==> config.mk <==
export PLATFORM = sky130hd
export DESIGN_NAME = reg_scoreboard
export DESIGN_NICKNAME = d
export VERILOG_FILES = /design/src/rtl/reg_scoreboard_pkg.sv /design/src/rtl/reg_scoreboard_counter.sv /design/src/rtl/reg_scoreboard.sv
export SDC_FILE = /design/constraint.sdc
export NUM_CORES = 1
export LEC_CHECK = 0
export ABC_AREA = 1
export CORE_MARGIN = 5
export CORE_UTILIZATION = 60
export CTS_CLUSTER_SIZE = 30
export DETAILED_ROUTE_END_ITERATION = 8
export GPL_TIMING_DRIVEN = 0
export PLACE_DENSITY = 0.92
export SLEW_MARGIN = 10
export SYNTH_ARGS = -nofsm -noshare
export SYNTH_HDL_FRONTEND = slang
export SYNTH_SLANG_ARGS = --single-unit
==> constraint.sdc <==
create_clock -name clk -period 3.3 [get_ports clk]
set_input_delay 0.495 -clock clk [delete_from_list [all_inputs] [get_ports clk]]
set_output_delay 0.495 -clock clk [all_outputs]
set_load 0.1 [all_outputs]
==> src/rtl/reg_scoreboard_pkg.sv <==
// Shared constants for the register-dependency scoreboard: register-file geometry
// and the writeback-bus fields that carry the retiring register write.
package reg_scoreboard_pkg;

   localparam int NUM_REGS   = 32;
   localparam int REG_W      = 5;

   // Writeback bus layout: {we, dest[4:0], data[31:0]}
   localparam int WB_BUS_W   = 38;
   localparam int WB_WE_BIT  = 37;
   localparam int WB_DEST_HI = 36;
   localparam int WB_DEST_LO = 32;

   function automatic logic wb_retire_we(input logic [WB_BUS_W-1:0] wb_bus);
      return wb_bus[WB_WE_BIT];
   endfunction

   function automatic logic [REG_W-1:0] wb_retire_addr(input logic [WB_BUS_W-1:0] wb_bus);
      return wb_bus[WB_DEST_HI:WB_DEST_LO];
   endfunction

endpackage

==> src/rtl/reg_scoreboard_counter.sv <==
// One per-register pending-write counter. It refuses to wrap in either direction
// and flags the attempt instead.
module sb_counter #(
   parameter int CNT_W = 2
) (
   input  logic             clk,
   input  logic             clr,
   input  logic             inc,
   input  logic             dec,
   output logic [CNT_W-1:0] cnt,
   output logic             ovf,
   output logic             unf
);

   localparam logic [CNT_W-1:0] CNT_MAX = '1;

   logic [CNT_W-1:0] r_cnt;

   // A simultaneous inc and dec cancels out, so it cannot over- or underflow.
   always_comb begin
      ovf = inc & ~dec & (r_cnt == CNT_MAX);
      unf = dec & ~inc & (r_cnt == '0);
   end

   always_ff @(posedge clk) begin
      if (clr)
         r_cnt <= '0;
      else if (inc & ~dec & ~ovf)
         r_cnt <= r_cnt + 1'b1;
      else if (dec & ~inc & ~unf)
         r_cnt <= r_cnt - 1'b1;
   end

   assign cnt = r_cnt;

endmodule

==> src/rtl/reg_scoreboard.sv <==
// Decode-stage scoreboard: counts in-flight writes per architectural register
// and holds decode on RAW hazards or when a register's counter would saturate.
module reg_scoreboard
   import reg_scoreboard_pkg::*;
#(
   parameter int CNT_W = 2,
   parameter int NREG  = NUM_REGS
) (
   input  logic             clk,
   input  logic             reset,
   input  logic             flush,
   input  logic [REG_W-1:0] src1_addr,
   input  logic             src1_used,
   input  logic [REG_W-1:0] src2_addr,
   input  logic             src2_used,
   input  logic [REG_W-1:0] dst_addr,
   input  logic             dst_we,
   input  logic             ds_valid,
   input  logic             issue,
   input  logic             retire_we,
   input  logic [REG_W-1:0] retire_addr,
   output logic             stall,
   output logic [NREG-1:0]  busy_vec,
   output logic             err
);

   localparam logic [CNT_W-1:0] CNT_MAX = '1;

   logic [NREG-1:0][CNT_W-1:0] w_cnt;
   logic [NREG-1:1]            w_inc;
   logic [NREG-1:1]            w_dec;
   logic [NREG-1:1]            w_ovf;
   logic [NREG-1:1]            w_unf;
   logic                       w_inc_en;
   logic                       w_dec_en;
   logic                       w_src1_busy;
   logic                       w_src2_busy;
   logic                       w_dst_sat;
   logic                       w_err_ev;
   logic                       r_err;

   // r0 is hard-wired: its counter is a constant zero, so reads of r0 never stall.
   assign w_cnt[0] = '0;

   assign w_src1_busy = src1_used & (w_cnt[src1_addr] != '0);
   assign w_src2_busy = src2_used & (w_cnt[src2_addr] != '0);
   assign w_dst_sat   = dst_we & (dst_addr != '0) & (w_cnt[dst_addr] == CNT_MAX);
   assign stall       = ds_valid & (w_src1_busy | w_src2_busy | w_dst_sat);

   // Flush discards any same-cycle issue or retire; a stalled issue never counts.
   assign w_inc_en = issue & ~stall & dst_we & (dst_addr != '0) & ~flush;
   assign w_dec_en = retire_we & (retire_addr != '0) & ~flush;

   genvar gi;
   generate
      for (gi = 1; gi < NREG; gi++) begin : g_reg
         assign w_inc[gi] = w_inc_en & (dst_addr == REG_W'(gi));
         assign w_dec[gi] = w_dec_en & (retire_addr == REG_W'(gi));

         sb_counter #(.CNT_W(CNT_W)) u_cnt (
            .clk (clk),
            .clr (reset | flush),
            .inc (w_inc[gi]),
            .dec (w_dec[gi]),
            .cnt (w_cnt[gi]),
            .ovf (w_ovf[gi]),
            .unf (w_unf[gi])
         );
      end
   endgenerate

   always_comb begin
      busy_vec = '0;
      for (int i = 1; i < NREG; i++)
         busy_vec[i] = |w_cnt[i];
   end

   assign w_err_ev = (issue & stall) | (|w_ovf) | (|w_unf);

   // Sticky until reset; flush squashes the pipeline but keeps the error record.
   always_ff @(posedge clk) begin
      if (reset)
         r_err <= 1'b0;
      else if (~flush & w_err_ev)
         r_err <= 1'b1;
   end

   assign err = r_err;

endmodule

### Yosys cells after proc, flatten, opt, wreduce, memory -nomap -nowiden

Cells that the tools add are included.

* register bits after elaboration: 63
* input port bits: 29
* word-level logic and storage cells: 750

* add/subtract/negate cells: 62
* magnitude comparators: 3
* equality and inequality tests: 94
* muxes and demuxes: 68
* bitwise logic cells: 392
* reduce and logical (&&, ||, !) cells: 99

Operators by type and width (number)
* $and A1 B1 Y1: 261
* $eq A5 B5 Y1 const B: 32
* $mux W2: 65
* $not A1 Y1: 126
* $eq A5 B4 Y1 const B: 16
* $reduce_bool A2 Y1: 33
* $eq A2 B2 Y1 const B: 32
* $add A2 B1 Y2 const B: 31
* $logic_not A2 Y1: 31
* $reduce_or A2 Y1: 31
* $reduce_or A31 Y1: 2
* $sub A2 B1 Y2 const B: 31
* $eq A5 B3 Y1 const B: 8
* $bmux W2 S5: 3
* $eq A5 B2 Y1 const B: 4
* $lt A5 B6 Y1 const B: 3
* $eq A5 B1 Y1 const B: 2
* $reduce_bool A5 Y1: 2
* $or A1 B1 Y1: 5

### Logic depth before layout (Yosys ltp)

Gate-level depths: netlist of the first run.

* word-level depth: 20
* depth in mapped cells: 26
* gate-level depth less buffers: 23

### Modules after synthesis

A second synthesis of the first run with hierarchy kept.

* cell total of the unflattened synthesis: 1272
* area, all modules: 6546.3 sq um

Modules (own cells, without submodules)
* sb_counter: times used 31, cells an instance 23, area an instance 132.6 sq um, seq. area each 40.0 sq um
* reg_scoreboard: times used 1, cells an instance 559, area an instance 2434.8 sq um, seq. area each 20.0 sq um

### Worst setup path before layout of the first run

Ideal clock, no wire load.

* path kind: flip-flop to flip-flop
* from: reg g_reg[16].u_cnt.r_cnt[0]
* to: reg r_err, in the netlist err
* arrival time: 3.306 ns
* path slack: -0.067 ns
* stages on the path, launching flop included: 24
* buffers on the path: 2
* cell sequence: dfxtp_1 or2_1 clkbuf_1 nand2_1 nand3_1 nand2_1 nand2_1 nand2_1 nand2_1 nand3_1 nand3_1 nand2_2 buf_4 inv_1 nand2_1 nand2_1 inv_1 nand2_1 nor2_1 nand2_1 nor2_1 nand2_1 nand2_1 nand2_1

* longest elaborated chain between the ends: 19
* elaborated cells between the ends (all ways): 214

Ends and longest elaborated chain
* from (decl): line reg_scoreboard_counter.sv:17 `logic [CNT_W-1:0] r_cnt;`
* from (signal assigned): line reg_scoreboard_counter.sv:29 `r_cnt <= r_cnt + 1'b1;`
* from (signal assigned): line reg_scoreboard_counter.sv:31 `r_cnt <= r_cnt - 1'b1;`
* $bmux W2 S5, on equally long branches: line reg_scoreboard.sv:45, reg_scoreboard.sv:46
* $mux W2, on equally long branches: line reg_scoreboard.sv:45, reg_scoreboard.sv:46
* $reduce_bool A2 Y1, on equally long branches: line reg_scoreboard.sv:45, reg_scoreboard.sv:46
* $and A1 B1 Y1, on equally long branches: line reg_scoreboard.sv:45, reg_scoreboard.sv:46
* $or A1 B1 Y1: line reg_scoreboard.sv:48 `assign stall = ds_valid & (w_src1_busy | w_src2_busy | w_dst_sat);`
* $or A1 B1 Y1 (*): line reg_scoreboard.sv:48
* $and A1 B1 Y1 (*): line reg_scoreboard.sv:48
* named net stall: line reg_scoreboard.sv:22 `output logic stall,`
* $not A1 Y1: line reg_scoreboard.sv:51 `assign w_inc_en = issue & ~stall & dst_we & (dst_addr != '0) & ~flush;`
* $and A1 B1 Y1 (4 in a row): line reg_scoreboard.sv:51
* $and A1 B1 Y1: line reg_scoreboard.sv:57 `assign w_inc[gi] = w_inc_en & (dst_addr == REG_W'(gi));`
* $and A1 B1 Y1 / $not A1 Y1 (equally long branches): line reg_scoreboard_counter.sv:21, reg_scoreboard_counter.sv:22
* $and A1 B1 Y1, on equally long branches: line reg_scoreboard_counter.sv:21, reg_scoreboard_counter.sv:22
* $reduce_or A31 Y1 / $and A1 B1 Y1 (equally long branches): line reg_scoreboard.sv:78, reg_scoreboard_counter.sv:22
* $or A1 B1 Y1 / $reduce_or A31 Y1 (equally long branches): line reg_scoreboard.sv:78 `assign w_err_ev = (issue & stall) | (|w_ovf) | (|w_unf);`
* $or A1 B1 Y1 (*): line reg_scoreboard.sv:78
* $and A1 B1 Y1 (*): line reg_scoreboard.sv:84 `else if (~flush & w_err_ev)`
* to (signal assigned): line reg_scoreboard.sv:83 `r_err <= 1'b0;`
* to (signal assigned): line reg_scoreboard.sv:85 `r_err <= 1'b1;`
* to (decl): line reg_scoreboard.sv:40 `logic r_err;`

The timed path passes the listed nets; every way through them passes the cells marked *. The select of a mux whose other input is x is not followed.
A chain may end at the register's enable or synchronous reset.

### Final worst setup path of the first run

* from: in dst_addr[0]
* to: reg r_err, in the netlist err

* longest elaborated chain between the ends: 18
* elaborated cells between the ends (all ways): 236

Ends and longest elaborated chain
* from (decl): line reg_scoreboard.sv:16 `input logic [REG_W-1:0] dst_addr,`
* $bmux W2 S5: line reg_scoreboard.sv:47 `assign w_dst_sat = dst_we & (dst_addr != '0) & (w_cnt[dst_addr] == CNT_MAX);`
* $mux W2 (implied by the code): line reg_scoreboard.sv:47
* $eq A2 B2 Y1: line reg_scoreboard.sv:47
* $and A1 B1 Y1: line reg_scoreboard.sv:47
* $or A1 B1 Y1: line reg_scoreboard.sv:48
* $and A1 B1 Y1: line reg_scoreboard.sv:48
* $not A1 Y1: line reg_scoreboard.sv:51
* $and A1 B1 Y1 (4 in a row): line reg_scoreboard.sv:51
* $and A1 B1 Y1: line reg_scoreboard.sv:57
* $and A1 B1 Y1 / $not A1 Y1 (equally long branches): line reg_scoreboard_counter.sv:21, reg_scoreboard_counter.sv:22
* $and A1 B1 Y1, on equally long branches: line reg_scoreboard_counter.sv:21, reg_scoreboard_counter.sv:22
* $reduce_or A31 Y1 / $and A1 B1 Y1 (equally long branches): line reg_scoreboard.sv:78, reg_scoreboard_counter.sv:22
* $or A1 B1 Y1 / $reduce_or A31 Y1 (equally long branches): line reg_scoreboard.sv:78
* $or A1 B1 Y1 (*): line reg_scoreboard.sv:78
* $and A1 B1 Y1 (*): line reg_scoreboard.sv:84

Every way passes the cells marked *; elsewhere a longest branch is shown, timed or not. The select of a mux whose other input is x is not followed.

==> results of run 1 <==
sequential cells by signal, indices dropped and copies added, names as in the netlist:
name and flops:
err 1, g.u_cnt.cnt 62
worst max-delay path by stage:
| stage | end | from | cells past startpoint |
|---|---|---|---|
| after global placement | stall | dst_addr[3] | 13 |
| after detailed placement | stall | dst_addr[3] | 13 |
| after global routing | err | src2_addr[0] | 21 |
| after floorplan | err | g_reg[2].u_cnt.cnt[0] | 23 |
| final | err | dst_addr[0] | 20 |
| after CTS | stall | dst_addr[2] | 13 |
through the flow:
step / setup slack (ps) / setup TNS (ps) / power [uW] / hold WS (ps)
3_5_place_dp: -1030 / -2760 / 1080 / 450
6_report: 82.6 / 0 / 1760 / 458
5_1_grt: 35.5 / 0 / 1800 / 485
4_1_cts: 7.70 / 0 / 1710 / 461
2_1_floorplan: 102 / 0 / 957 / 443
3_3_place_gp: -1030 / -2230 / 1080 / 439
layout make-up:
| cell class | count | area, um^2 | share of cell area |
|---|---|---|---|
| clock buffer | 12 | 165 | 0.0239 |
| timing repair buffer | 62 | 624 | 0.0905 |
| clock inverter | 3 | 17.5 | 0.00254 |
| inverter | 174 | 656 | 0.0950 |
| buffer | 34 | 194 | 0.0281 |
| multi-input combinational | 862 | 3820 | 0.553 |
| tap | 133 | 166 | 0.0241 |
| sequential | 63 | 1260 | 0.183 |
timing repair:
action / CTS / global route
hold buffers: 0 / 0
endpoints found under the setup margin: 2 / 3
buffers inserted: 0 / 4
pin swaps: 0 / 4
gates resized for setup: 10 / 26
worst min-delay path, cell delays in order, from the launching register on:
cell and delay (ps):
dfxtp_1 310, nand2_1 60, nand2_1 40
power by group through the flow:
stage	clock network [uW]	logic (uW)	registers (uW)
floorplan	0	167	790
global placement	0	297	780
detailed placement	0	299	780
CTS	648	301	763
global route	695	341	763
finish	665	330	763
logic make-up after synthesis:
| group | count (synthesis) | synth area share |
|---|---|---|
| compound gates | 182 | 0.169 |
| buf+inv | 208 | 0.144 |
| xor+xnor | 1 | 0.00150 |
| other cells | 1 | 0.000641 |
| flops | 63 | 0.216 |
| simple gates | 678 | 0.470 |
synthesized netlist by cell type:
master and number:
xor2_1 1, nand4_1 29, nand2_2 1, a21oi_1 64, o211ai_1 6, buf_2 10
nand3b_1 1, o2bb2ai_1 1, nor2_2 4, nand3_2 1, o22ai_1 8, clkbuf_1 13
clkinv_1 5, buf_4 6, a211oi_1 15, nand2_1 345, o21ai_0 76, nor2_1 212
buf_6 3, conb_1 1, inv_4 1, nor3_1 2, o21ai_1 9, a311oi_1 3
buf_1 2, dfxtp_1 63, or2_1 1, inv_2 6, nand3_1 82, inv_1 162
layout by cell type (no fill, tap or decap), drive strengths merged, types with 7 or more instances in the layout:
cell / instances
inv: 169
a21oi: 64
clkbuf: 27
clkdlybuf4s50: 52
nand4: 29
o21ai: 85
nand2: 346
a211oi: 15
buf: 24
dfxtp: 63
nor2: 216
nand3: 83
o22ai: 8
clkinv: 7
layer usage:
layer,wire (um),GRT usage,share of wire,up-vias
li1,-,-,-,3731
met1,9130,0.530,0.36,3494
met2,10000,0.620,0.40,624
met3,3960,0.146,0.16,143
met4,1960,0.279,0.078,0
met5,0,0,0,-
==> metrics.txt, run 1 <==
final core utilization=0.716; Max Cap Viol=0; reg2reg end=err; GR Overflow Total=0; Gate power share=0.188; largest stage delay on the critical path=510 ps; Port-buffer cells=58; register area share after synthesis=0.216; R2R cell count=20; Seq cells post-synth=63; outcome=complete, no violations; DRC violations left=0; per-cell routed wire length=18.7 um; final design instance area without fill=6900 um^2; Yosys top cell area share=0.221; sequential share of power=0.434; WL final=~25 mm; CP endpoint kind=flop; startpoint types=primary input; worst vdd ir=roughly 0.26 mV; Iteration-0 DRC Markers=~1300; hold_sp=err; worst-path cell chain=buf_4 > buf_2 > nor2_1 > nand3_1 > nand2_1 > inv_1 > nand3_1 > nand3_1 > nand2_2 > buf_2 > nand4_1 > nor2_4 > nor2_1 > nand2_1 > nor2_1 > nand2_1 > nor2_1 > nand2_1 > nand2_1 > nand2_1; Initial Util=0.607; pwr dens=255 nW/um^2; Core Rows=36; WP data arrival=3530 ps; Layout Nets=about 1200; Fill cells=924; clock root cell=clkbuf_8; fmax=311 MHz; CTS tree=yes; setup slack, reg-to-reg=roughly 90 ps; Int Pwr=1180 uW; WHS Endpoint=err; router iterations before antenna repair=8; Clock Pin Slew Worst Setup and Hold Paths=70 ps; period utilisation layout=0.975; hold path cells=2; RR Startpoint=g_reg[1].u_cnt.cnt[0]; Final Hold Viols=0; Hold Crit Class=reg2reg; Final Slew Violations=0; ANT cells=0; Final GP Congestion=1.12; DIE WIDTH=between 100 and 150 um; largest net degree at the start of global routing=11; Inst Count DP=1324; Sink Count=63; HPWL after DPL=about 19 mm; first-pass GRT wire length=about 38 mm; mapped cell area=approximately 5900 um^2; area delta synth->final=17.9%; clock latency on the worst-skew pair=370 ps; maximum level of the CTS H-tree=3; DP Area=approximately 6600 um^2; crit-path most repeated cell=nand2_1; cts bufs inserted=9; Netlist cell types=30; Crit Path Class=in2reg; Crit path max-delay family=simple AND/OR/NAND/NOR gates; syn_nets=between 1000 and 1500; Leak=0.00321 uW; vias in the first global route=7174; Core ar.=9640 um^2; Vias/cell=just under 6; share of layout cells above drive strength 1=0.0570; Final ANT Viol Nets=0; clock skew=7.77 ps; Clk pwr share=0.378; initial antenna violation count=0; CP required=3610 ps; Final Non-Filler Cells=1343; Vias=around 8000; clock buffer depth=2; area leader, netlist=nand2_1; Buf/Inv on CP=4; crit-path max FO=10; worst-margin pin slew=1000 ps; GRT Total Usage=0.425; switching power as a share of total power=0.329; io pins=63; Synth Instances=1133; die area=11800 um^2; Slowest-stage cell, CP=nor2_1; final setup fails=0; synthesized area per cell=between 5 and 6 um^2; Die Y=109 um; relative slew slack=0.329; synth top area cells=nand2_1 22%, dfxtp_1 22%, nor2_1 14%; crit path time final=~3200 ps; setup repair after global routing missed its margin=no; Sw Pwr=579 uW; YS warnings=0
No activity file was read; power rests on OpenSTA's default activity.
==> inputs of run 2 (changes only) <==
CAP_MARGIN = 0   (was not set)
CORE_UTILIZATION = 53   (was 60)
PLACE_DENSITY = 0.87   (was 0.92)
clock period = 2.6 ns   (was 3.3 ns; I/O delays follow)
==> run 2 against run 1 <==
The run now ends with negative setup slack left; first-iteration DRC count rose by 4.6%; count of clock-buffer cells in the layout shrank 2; clock skew grew 13 ps; register-to-register slack lost 190 ps; utilization fell by 0.42 points; routed wire length increased by 7.1%; sequential power increased by 26%; hold slack lost 9.3 ps; flip-flop and latch count is the same; largest power group unchanged; total power rose by 34%; cell count grew 3.1%.
==> metrics.txt, run 2 (synthesized netlist as in run 1, its figures left out) <==
worst vdd ir=0.329 mV (+27%); setup ws final=-128 ps (-211 ps); Post-CTS Hold Buffers=0 (unchanged); Sink Count=63 (unchanged); largest net degree at the start of global routing=12 (+1); setup slack, reg-to-reg=-100 ps (-190 ps); Int Pwr=1570 uW (+33%); Final Slew Violations=0 (unchanged); WL final=26.8 mm (+7.1%); CP required=2210 ps (-1400 ps); Clk pwr share=0.394 (+0.016); pwr dens=306 nW/um^2 (+20%); Final GP Congestion=1.07 (-4.4%); startpoint types=flop; period utilisation layout=1.05; Vias/cell=5.99 (+0.73%); clock latency on the worst-skew pair=390 ps (+20 ps); Vias=8296 (+3.8%); router iterations before antenna repair=6 (-2); final core utilization=0.712 (-0.00418); Final Hold Viols=0 (unchanged); final setup fails=2 (+2); crit-path max FO=10 (unchanged); largest stage delay on the critical path=380 ps (-130 ps); Crit Path Class=reg2out; Iteration-0 DRC Markers=1339 (+4.6%); clock skew=20.4 ps (+12.6 ps); vias in the first global route=7294 (+1.7%); Fill cells=1022 (+11%); WP data arrival=2340 ps (-1190 ps); CTS tree=yes; GRT Total Usage=0.390 (-0.0357); HPWL after DPL=19.8 mm (+3.0%); DIE WIDTH=115 um (+5.8%); Max Cap Viol=0 (unchanged); Final ANT Viol Nets=0 (unchanged); met1 Use GR=0.488 (-0.0424); failing checks=negative setup slack; CP endpoint kind=primary output; switching power as a share of total power=0.337 (+0.00752); M2 GR Usage=0.584 (-0.0364); Core Rows=38 (+5.6%); crit path time final=2730 ps; GR Util met3=0.114 (-0.0320); first-pass GRT wire length=39.0 mm (+3.7%); share of layout cells above drive strength 1=0.200 (+0.143); area delta synth->final=31.9%; per-cell routed wire length=19.4 um (+4.0%); busiest layer in global routing=met2; crit-path most repeated cell=nand3_1; Slowest-stage cell, CP=dfxtp_4; cts bufs inserted=9 (unchanged); Sw Pwr=795 uW (+37%); Final Non-Filler Cells=1384 (+3.1%); worst-margin pin slew=1020 ps (+14.8 ps); ANT cells=0 (unchanged); relative slew slack=0.319 (-0.00992); DRC violations left=0 (unchanged); Core ar.=10800 um^2 (+12%); worst-path cell chain=nor2_4 > clkinvlp_4 > a21oi_2 > nand3_1 > nand3_1 > nand3_1 > nand3_2 > nand3_2 > nand2_4 > buf_6 > clkinvlp_4 > buf_6; setup repair after global routing missed its margin=yes; Hold Crit Class=reg2reg; max reg flops=62 (unchanged); initial antenna violation count=0 (unchanged); GR Overflow Total=0 (unchanged); io pins=63 (unchanged); Initial Util=0.540 (-0.0673); Leak=0.00353 uW (+10%); Gate power share=0.199 (+0.011); commonest cells after routing, fill and taps aside=320 x nand2_1, 164 x nor2_1, 151 x inv_1; Die Y=115 um (+5.8%); maximum level of the CTS H-tree=3 (unchanged); clock buffer depth=2 (unchanged); Buf/Inv on CP=4 (unchanged); Inst Count DP=1331 (+0.53%); Post-Place Worst Slack=-1380 ps (-349 ps); sequential share of power=0.407 (-0.027); Layout Nets=1268 (+2.7%); Port-buffer cells=58 (unchanged); Crit path max-delay family=simple AND/OR/NAND/NOR gates; die area=13200 um^2 (+12%); clock root cell=clkbuf_8; Clock Pin Slew Worst Setup and Hold Paths=90 ps (+20 ps); outcome=complete, but fails checks; commonest non-fill, non-tap cell in the layout=nand2_1; fmax=367 MHz
-- run 2: changes by cell type in the layout (fill, tap and decap cells not counted), moves of 15 or more --
cell | previous run | this run
buf_4 | 9 | 43
dfxtp_1 | 63 | 21
dfxtp_2 | 0 | 35
nand2_1 | 339 | 320
nand2_2 | 6 | 21
nor2_1 | 205 | 164
nor2_2 | 6 | 26
nor2_4 | 5 | 26
-- run 2: layout make-up --
class                      instances  area [um^2]  share of cell area
clock inverter                     6         60.1             0.00778
sequential                        63         1330               0.173
inverter                         174          681              0.0882
timing repair buffer              97          896               0.116
clock buffer                      10          138              0.0178
multi-input combinational        862         4190               0.543
tap                              140          175              0.0227
buffer                            32          244              0.0316
-- run 2: layer usage --
metal | vias to the layer above | wire length, um | part of all wire
met5 | - | 0 | 0
met4 | 0 | 2020 | 0.075
met3 | 142 | 3480 | 0.13
met2 | 607 | 11200 | 0.42
met1 | 3746 | 10100 | 0.38
li1 | 3801 | - | -
-- run 2: final timing paths --
check / startpoint / endpoint / cells after the start
max: g_reg[23].u_cnt.cnt[1] / stall / 12
max reg2reg: g_reg[23].u_cnt.cnt[1] / err / 21
min reg2reg: g_reg[22].u_cnt.cnt[0] / g_reg[22].u_cnt.cnt[0] / 1
min: g_reg[22].u_cnt.cnt[0] / g_reg[22].u_cnt.cnt[0] / 1
-- run 2: repair_timing --
item | 4_1_cts | 5_1_grt
pin swaps | 14 | 45
buffers inserted | 15 | 24
gates resized for setup | 141 | 94
setup endpoints to repair | 65 | 33
cloned | 1 | 0
-- run 2: metrics by stage --
stage,total power [uW],instance area (um^2),TNS (ps),hold WS [ps]
floorplan,1220,5950,-376,443
global placement,1370,6700,-29960,443
detailed placement,1370,6700,-30860,456
CTS,2310,7370,-37.4,445
global route,2410,7710,-844,473
finish,2360,7710,-226,448
-- run 2: power groups by stage --
| stage | sequential, uW | combinational [uW] | clock, uW |
|---|---|---|---|
| floorplan | 1000 | 215 | 0 |
| global placement | 990 | 381 | 0 |
| detailed placement | 990 | 383 | 0 |
| CTS | 967 | 437 | 902 |
| global route | 961 | 488 | 958 |
| finish | 961 | 470 | 932 |
